--- src/rtl/dmem_arbiter.sv ---
// Two-port arbiter in front of the single-port data memory.
// Port 0 has priority; port 1 gets starvation relief and an exclusive lock.
//
// Ports:
//   clk_i, rst_ni       : clock, async active-low reset
//   p0_* / p1_*         : requester ports (req/we/addr/wdata in;
//                         gnt/rvalid/rdata out); p1_lock_i keeps ownership
//   mem_*               : memory drive (we/re/addr/wdata out, rdata in)
module dmem_arbiter #(
  parameter int ADDR_W   = 12,
  parameter int DATA_W   = 32,
  parameter int MAX_WAIT = 4
) (
  input  logic              clk_i,
  input  logic              rst_ni,
  input  logic              p0_req_i,
  input  logic              p0_we_i,
  input  logic [ADDR_W-1:0] p0_addr_i,
  input  logic [DATA_W-1:0] p0_wdata_i,
  output logic              p0_gnt_o,
  output logic              p0_rvalid_o,
  output logic [DATA_W-1:0] p0_rdata_o,
  input  logic              p1_req_i,
  input  logic              p1_we_i,
  input  logic [ADDR_W-1:0] p1_addr_i,
  input  logic [DATA_W-1:0] p1_wdata_i,
  input  logic              p1_lock_i,
  output logic              p1_gnt_o,
  output logic              p1_rvalid_o,
  output logic [DATA_W-1:0] p1_rdata_o,
  output logic              mem_we_o,
  output logic              mem_re_o,
  output logic [ADDR_W-1:0] mem_addr_o,
  output logic [DATA_W-1:0] mem_wdata_o,
  input  logic [DATA_W-1:0] mem_rdata_i
);

  typedef enum logic {
    ARB   = 1'b0,
    LOCK1 = 1'b1
  } state_e;

  localparam logic [3:0] MaxWait = 4'(MAX_WAIT);

  state_e            state_q, state_d;
  logic [3:0]        wait_cnt_q, wait_cnt_d;
  logic              p0_rvalid_q, p0_rvalid_d;
  logic              p1_rvalid_q, p1_rvalid_d;
  logic [DATA_W-1:0] p0_rdata_q, p0_rdata_d;
  logic [DATA_W-1:0] p1_rdata_q, p1_rdata_d;

  logic p0_win;
  logic p1_win;
  logic starved;

  // Grants are gated by rst_ni so nothing reaches memory during reset.
  always_comb begin
    starved = (wait_cnt_q == MaxWait);
    p0_win  = 1'b0;
    p1_win  = 1'b0;
    if (rst_ni) begin
      unique case (state_q)
        ARB: begin
          p1_win = p1_req_i && (!p0_req_i || starved);
          p0_win = p0_req_i && !p1_win;
        end
        LOCK1: begin
          p1_win = p1_req_i;
        end
        default: begin
          p1_win = 1'b0;
        end
      endcase
    end
  end

  always_comb begin
    mem_we_o    = 1'b0;
    mem_re_o    = 1'b0;
    mem_addr_o  = '0;
    mem_wdata_o = '0;
    unique case (1'b1)
      p1_win: begin
        mem_we_o    = p1_we_i;
        mem_re_o    = !p1_we_i;
        mem_addr_o  = p1_addr_i;
        mem_wdata_o = p1_wdata_i;
      end
      p0_win: begin
        mem_we_o    = p0_we_i;
        mem_re_o    = !p0_we_i;
        mem_addr_o  = p0_addr_i;
        mem_wdata_o = p0_wdata_i;
      end
      default: begin
        mem_we_o = 1'b0;
      end
    endcase
  end

  always_comb begin
    state_d = state_q;
    if (p1_win) begin
      state_d = p1_lock_i ? LOCK1 : ARB;
    end

    wait_cnt_d = '0;
    if (p1_req_i && !p1_win) begin
      wait_cnt_d = starved ? wait_cnt_q : wait_cnt_q + 4'd1;
    end

    p0_rvalid_d = p0_win && !p0_we_i;
    p1_rvalid_d = p1_win && !p1_we_i;
    p0_rdata_d  = p0_rvalid_d ? mem_rdata_i : p0_rdata_q;
    p1_rdata_d  = p1_rvalid_d ? mem_rdata_i : p1_rdata_q;
  end

  always_ff @(posedge clk_i or negedge rst_ni) begin
    if (!rst_ni) begin
      state_q     <= ARB;
      wait_cnt_q  <= '0;
      p0_rvalid_q <= 1'b0;
      p1_rvalid_q <= 1'b0;
      p0_rdata_q  <= '0;
      p1_rdata_q  <= '0;
    end else begin
      state_q     <= state_d;
      wait_cnt_q  <= wait_cnt_d;
      p0_rvalid_q <= p0_rvalid_d;
      p1_rvalid_q <= p1_rvalid_d;
      p0_rdata_q  <= p0_rdata_d;
      p1_rdata_q  <= p1_rdata_d;
    end
  end

  assign p0_gnt_o    = p0_win;
  assign p1_gnt_o    = p1_win;
  assign p0_rvalid_o = p0_rvalid_q;
  assign p1_rvalid_o = p1_rvalid_q;
  assign p0_rdata_o  = p0_rdata_q;
  assign p1_rdata_o  = p1_rdata_q;

endmodule

--- config.mk ---
export PLATFORM = sky130hd
export DESIGN_NAME = dmem_arbiter
export DESIGN_NICKNAME = d
export VERILOG_FILES = /design/src/rtl/dmem_arbiter.sv
export SDC_FILE = /design/constraint.sdc
export NUM_CORES = 1
export LEC_CHECK = 0
export BUFFER_PORTS_ARGS = -buffer_cell sky130_fd_sc_hd__buf_2
export CAP_MARGIN = 30
export CELL_PAD_IN_SITES_DETAIL_PLACEMENT = 0
export CELL_PAD_IN_SITES_GLOBAL_PLACEMENT = 1
export CORE_ASPECT_RATIO = 0.7
export CORE_MARGIN = 5
export CORE_UTILIZATION = 33
export DETAILED_ROUTE_END_ITERATION = 12
export GPL_TIMING_DRIVEN = 1
export PLACE_DENSITY = 0.95
export SKIP_LAST_GASP = 1
export SLEW_MARGIN = 20
export SYNTH_ARGS = -nofsm -noshare
export SYNTH_HDL_FRONTEND = slang
export SYNTH_SLANG_ARGS = --single-unit
--- constraint.sdc ---
create_clock -name clk_i -period 3.28 [get_ports clk_i]
set_clock_uncertainty 0.15 [all_clocks]
set_input_delay 0.164 -clock clk_i [delete_from_list [all_inputs] [get_ports clk_i]]
set_output_delay 0.164 -clock clk_i [all_outputs]
set_load 0.01 [all_outputs]
# After elaboration in Yosys (flattened, before gate mapping)
# Cells that the tools add are included.
[op_classes]
add_sub_neg = 1
eq_ne = 2
n_mux = 11
n_bitwise = 1
reduce_logical = 11
[ops]
columns = ["operator", "count"]
rows = [
  ["$pmux W32 S2", 1],
  ["$pmux W12 S2", 1],
  ["$mux W4", 2],
  ["$pmux W1 S2", 3],
  ["$logic_and A1 B1 Y1", 5],
  ["$logic_not A1 Y1", 5],
  ["$add A4 B1 Y4 const B", 1],
  ["$eq A4 B3 Y1 const B", 1],
  ["$mux W1", 4],
  ["$ne A2 B2 Y1 const B", 1],
  ["$logic_or A1 B1 Y1", 1],
  ["$not A1 Y1", 1],
]
[word_totals]
register_bits = 71
inputBits = 127
output_inout_bits = 114
wordCells = 32

# Longest topological paths before layout
[depth]
depth_word = 8
depth_mapped = 6
mapped_depth_nobuf = 5

# Least setup slack after synthesis
# OpenSTA, ideal clock, no wires.
[synth_timing]
kind = "reg-to-reg"
startpoint = "register wait_cnt_q[0]"
endpoint = "register p1_rdata_q[10], in the netlist p1_rdata_o[10]"
setup_ns = 0.125
arrival_ns = 1.677
t_required_ns = 3.005
path_slack_ns = 1.328
stages_incl_launch_ff = 7
n_path_buf = 1
period_less_slack_ns = 1.952
path_cell_list = "dfrtp_1 -> inv_1 -> ha_1 -> nand3b_4 -> a211oi_4 -> buf_6 -> mux2_4"
[synth_via]
elab_chain_len = 6
[synth_rtl]
columns = ["element", "line_no", "source"]
rows = [
  ["start, declared", "46", "logic [3:0] wait_cnt_q, wait_cnt_d;"],
  ["start signal, assigned", "128", "wait_cnt_q <= wait_cnt_d;"],
  ["$eq A4 B3 Y1", "58", "starved = (wait_cnt_q == MaxWait);"],
  ["$logic_or A1 B1 Y1", "64", "p1_win = p1_req_i && (!p0_req_i || starved);"],
  ["$logic_and A1 B1 Y1", "64", ""],
  ["$pmux W1 S2", "62", "unique case (state_q)"],
  ["$mux W1", "61", "if (rst_ni) begin"],
  ["$logic_and A1 B1 Y1", "113", "p1_rvalid_d = p1_win && !p1_we_i;"],
  ["end signal, assigned", "132", "p1_rdata_q <= p1_rdata_d;"],
  ["end, declared", "50", "logic [DATA_W-1:0] p1_rdata_q, p1_rdata_d;"],
]
# Every way passes these cells.
# A chain may end at the register's enable or synchronous reset.

# Worst setup path after layout
[layout_timing]
startpoint = "register wait_cnt_q[0]"
endpoint = "output port mem_addr_o[3]"
[layout_via]
elab_chain_len = 8
word_cells_on_any_way = 10
cone_classes = "1 x eq/ne; 5 x mux; 4 x reduce/logical"
[layout_rtl]
columns = ["element", "line_no", "source"]
rows = [
  ["$eq A4 B3 Y1 (*)", "58", ""],
  ["$logic_or A1 B1 Y1 (*)", "64", ""],
  ["$logic_and A1 B1 Y1 (*)", "64", ""],
  ["$logic_not A1 Y1", "65", "p0_win = p0_req_i && !p1_win;"],
  ["$logic_and A1 B1 Y1", "65", ""],
  ["$mux W1", "62", ""],
  ["$mux W1", "61", ""],
  ["$pmux W12 S2 (*)", "82", "unique case (1'b1)"],
  ["end, declared", "33", "output logic [ADDR_W-1:0] mem_addr_o,"],
]
# Every way passes the cells marked *; elsewhere a longest branch is shown, timed or not.

==> results.cfg <==
[grt]
gr-total-overflow = 0
grt_usage_pct = 17.81
grt_start_max_net_pins = 99
antenna_found_initial = 0
grt_pass1_vias = 3769
grt_pass1_wl_um = 19160

[clock_tree]
h-tree-depth = 3
cts.path.max_buffers = 2
root_buffer = clkbuf_16
cts_tree = yes
numCtsBuffers = 9
cts.repair.resized = 0
numClockSinks = 71
cts.clk_slew.worst_paths_ns = 0.05
clock_latency_ns = 0.32

[layout]
final_nets = 728
layout-drive-gt1-share_pct = 54.80
n_fill_cell = 1005
area_growth_syn_to_layout_pct = 54.30
diodes = 0
instances_no_fill = 757

[synthesis]
syn_inst = 335
synthAdderAreaFrac_pct = 0.6887
syn_area_per_cell_um2 = 10.85
synth_top_family_by_area = multiplexers
synth_mux_area_share_pct = 23.11
ys.warnings.count = 0
synth_xor_area_share_pct = 0.2410
ys_seq_elements = 71
synth.cell_area_um2 = 3633
synth_compound_area_share_pct = 9.917
synthSimpleGateAreaFrac_pct = 12.81
syn_nets = 464
yosysUniqueCellTypes = 30
ys_seq_area_share_pct = 48.90

[floorplanning]
boundaryPins = 241
core-area_um2 = 10890
die_x_um = 135.4
die_area_um2 = 13240
die_h_um = 97.79
num_rows = 32
start_util_pct = 33.36

[setup_path]
cp.arrival_ns = 2.29
crit_path_start_kind = flop
critPathKind = reg -> out
end_kind = primary output
critical_path_required_ns = 2.97
critPathMaxFanout = 46

[sta]
layout_min_cycle_time_ns = 2.604
slew_viol_final = 0
slew_headroom_pct = 40.85
tightest_slew_ns = 0.8873
fin_tns_setup_ns = 0
rsz0062_at_grt = false
final_hold_viol_count = 0
setup_viol = 0
setup_ws_ns = 0.6761
timing.fmax_mhz = 384.0
fin_crit_sh_pct = 79.39

[drt]
firstDrtPassIters = 5
first_iter_violations = 178
drt_wl_total_um = 12020
post_drt_wl_per_cell_um = 15.88
route.vias.total = 3512
drc_errors = 0
vias_per_cell = 4.639
postRouteAntennaNets = 0

[placed_design]
finalWeightedCongestion = 0.8221
dp_slack_ns = 0.8605
dp_cells = 707
port_buffers = 240
dp_hpwl_um = 8804

[worst_hold_path]
min_path_type = in -> reg

[power]
p_per_area_nw_per_um2 = 566.0
ir_drop_uv = 224.3
p_leak_nw = 2.918

[status]
outcome = finished clean

[job]
maxCapViolCount = 0
-- flip-flops by register name (all words and copies together) (netlist names) --
| register | flops |
|---|---|
| p0_rdata_o | 32 |
| p1_rdata_o | 32 |
| wait_cnt_q | 4 |
| p0_rvalid_o | 1 |
| p1_rvalid_o | 1 |
| state_q | 1 |
-- metal layers --
metal  share of wire [%]  global-route usage [%]  vias to the layer above
met5                   0                       0                        -
met4                 1.9                   6.274                        0
met3                 4.6                   4.119                       23
met2                  52                   31.23                      106
met1                  42                   21.45                     1676
li1                    -                       -                     1707
-- where the power goes --
group          internal (mW)  switching (mW)  leakage, nW  total [mW]
registers               1.09           0.124        0.855        1.21
clock network          0.613           0.367        0.145       0.980
logic                  0.513           0.465         1.92       0.979
total                   2.22           0.956         2.92        3.17
-- cell families (layout without fill, tap and decap cells) --
group,Yosys count,in the layout
flip-flops,71,71
buffers and inverters,32,301
multiplexers,65,65
XOR/XNOR,1,1
AO/OA/AOI/OAI,54,54
adder cells (fa/ha/maj),2,2
AND/OR/NAND/NOR,110,110
-- cells in the final DEF (no fill, tap or decap), types with 2 or more instances in the layout --
cell	Yosys	routed
nand2_1	95	95
buf_2	9	239
nand4_1	2	2
buf_12	0	2
dlygate4sd3_1	0	34
clkinvlp_4	0	2
inv_6	0	2
mux2_2	35	35
inv_1	5	5
ha_1	2	2
mux2_4	29	29
o22ai_1	45	45
nor2_1	4	4
nand3_1	3	3
buf_4	1	5
clkbuf_16	0	9
o21ai_0	2	2
dfrtp_1	71	71
-- critical path: stages (launching register included) --
cell	delay [ns]
dfrtp_1	0.41
inv_1	0.06
ha_1	0.26
and3b_2	0.26
o21ai_2	0.13
buf_4	0.42
o22ai_1	0.23
buf_2	0.19
-- what timing repair did --
item,CTS,global route
setup buffers,0,0
hold buffers,34,0
endpoints found under the hold margin,136,0
-- cell type report --
class                   count  area (µm²)  share of cell area (%)
clock inverters             6       67.56                   1.205
inverters                   5       18.77                  0.3347
multi-input cells         232        1699                   30.31
repair buffers            280        1614                   28.79
flip-flops and latches     71        1777                   31.69
well taps                 153       191.4                   3.414
clock buffers              10       239.0                   4.262
-- Yosys cell counts --
cell type	instances	area share [%]
nand2_1	95	9.8
dfrtp_1	71	49
o22ai_1	45	7.7
mux2_2	35	11
mux2_4	29	12
clkbuf_1	14	1.4
buf_2	9	1.2
inv_1	5	0.52
nor2_1	4	0.41
buf_6	3	0.93
nand3_1	3	0.41
ha_1	2	0.69
nand4_1	2	0.34
o21ai_0	2	0.28
a211oi_1	1	0.21
a211oi_4	1	0.55
a221oi_1	1	0.24
and3b_2	1	0.28
buf_4	1	0.21
mux2i_1	1	0.28
nand2b_1	1	0.17
nand3b_4	1	0.55
nand4b_1	1	0.24
nand4b_2	1	0.41
nor2b_1	1	0.17
o211ai_1	1	0.21
o21ai_2	1	0.24
o31ai_1	1	0.21
o32ai_1	1	0.24
xnor2_1	1	0.24
-- path summary, 6_finish.rpt --
check                                                 from                         end  slack, ns  depth (start not counted)
worst max-delay path             wait_cnt_q[0]$_DFFE_PN0P_               mem_addr_o[3]       0.68                          7
worst min-delay path                              p1_req_i   wait_cnt_q[3]$_DFFE_PN0P_       0.07                          3
worst max register to register   wait_cnt_q[0]$_DFFE_PN0P_  p0_rdata_o[15]$_DFFE_PN0P_       0.89                          6
worst min register to register  p0_rdata_o[24]$_DFFE_PN0P_  p0_rdata_o[24]$_DFFE_PN0P_       0.35                          1
max in group asynchronous                           rst_ni  p1_rdata_o[11]$_DFFE_PN0P_       1.87                          3
min in group asynchronous                           rst_ni   p0_rdata_o[4]$_DFFE_PN0P_       0.51                          3
-- per-stage QoR --
| step | hold slack [ns] | area (µm²) | utilization, % | total power, mW |
|---|---|---|---|---|
| after floorplan | -0.2816 | 3633 | - | 1.724 |
| after global placement | 0.2569 | 4960 | 45.54 | 2.142 |
| after detailed placement | 0.2658 | 4960 | 45.54 | 2.176 |
| after CTS | 0.04928 | 5607 | 51.48 | 3.205 |
| after global routing | 0.07131 | 5607 | 51.48 | 3.346 |
| final | 0.06912 | 5607 | 51.48 | 3.173 |
Power figures use the tool's default switching activity.
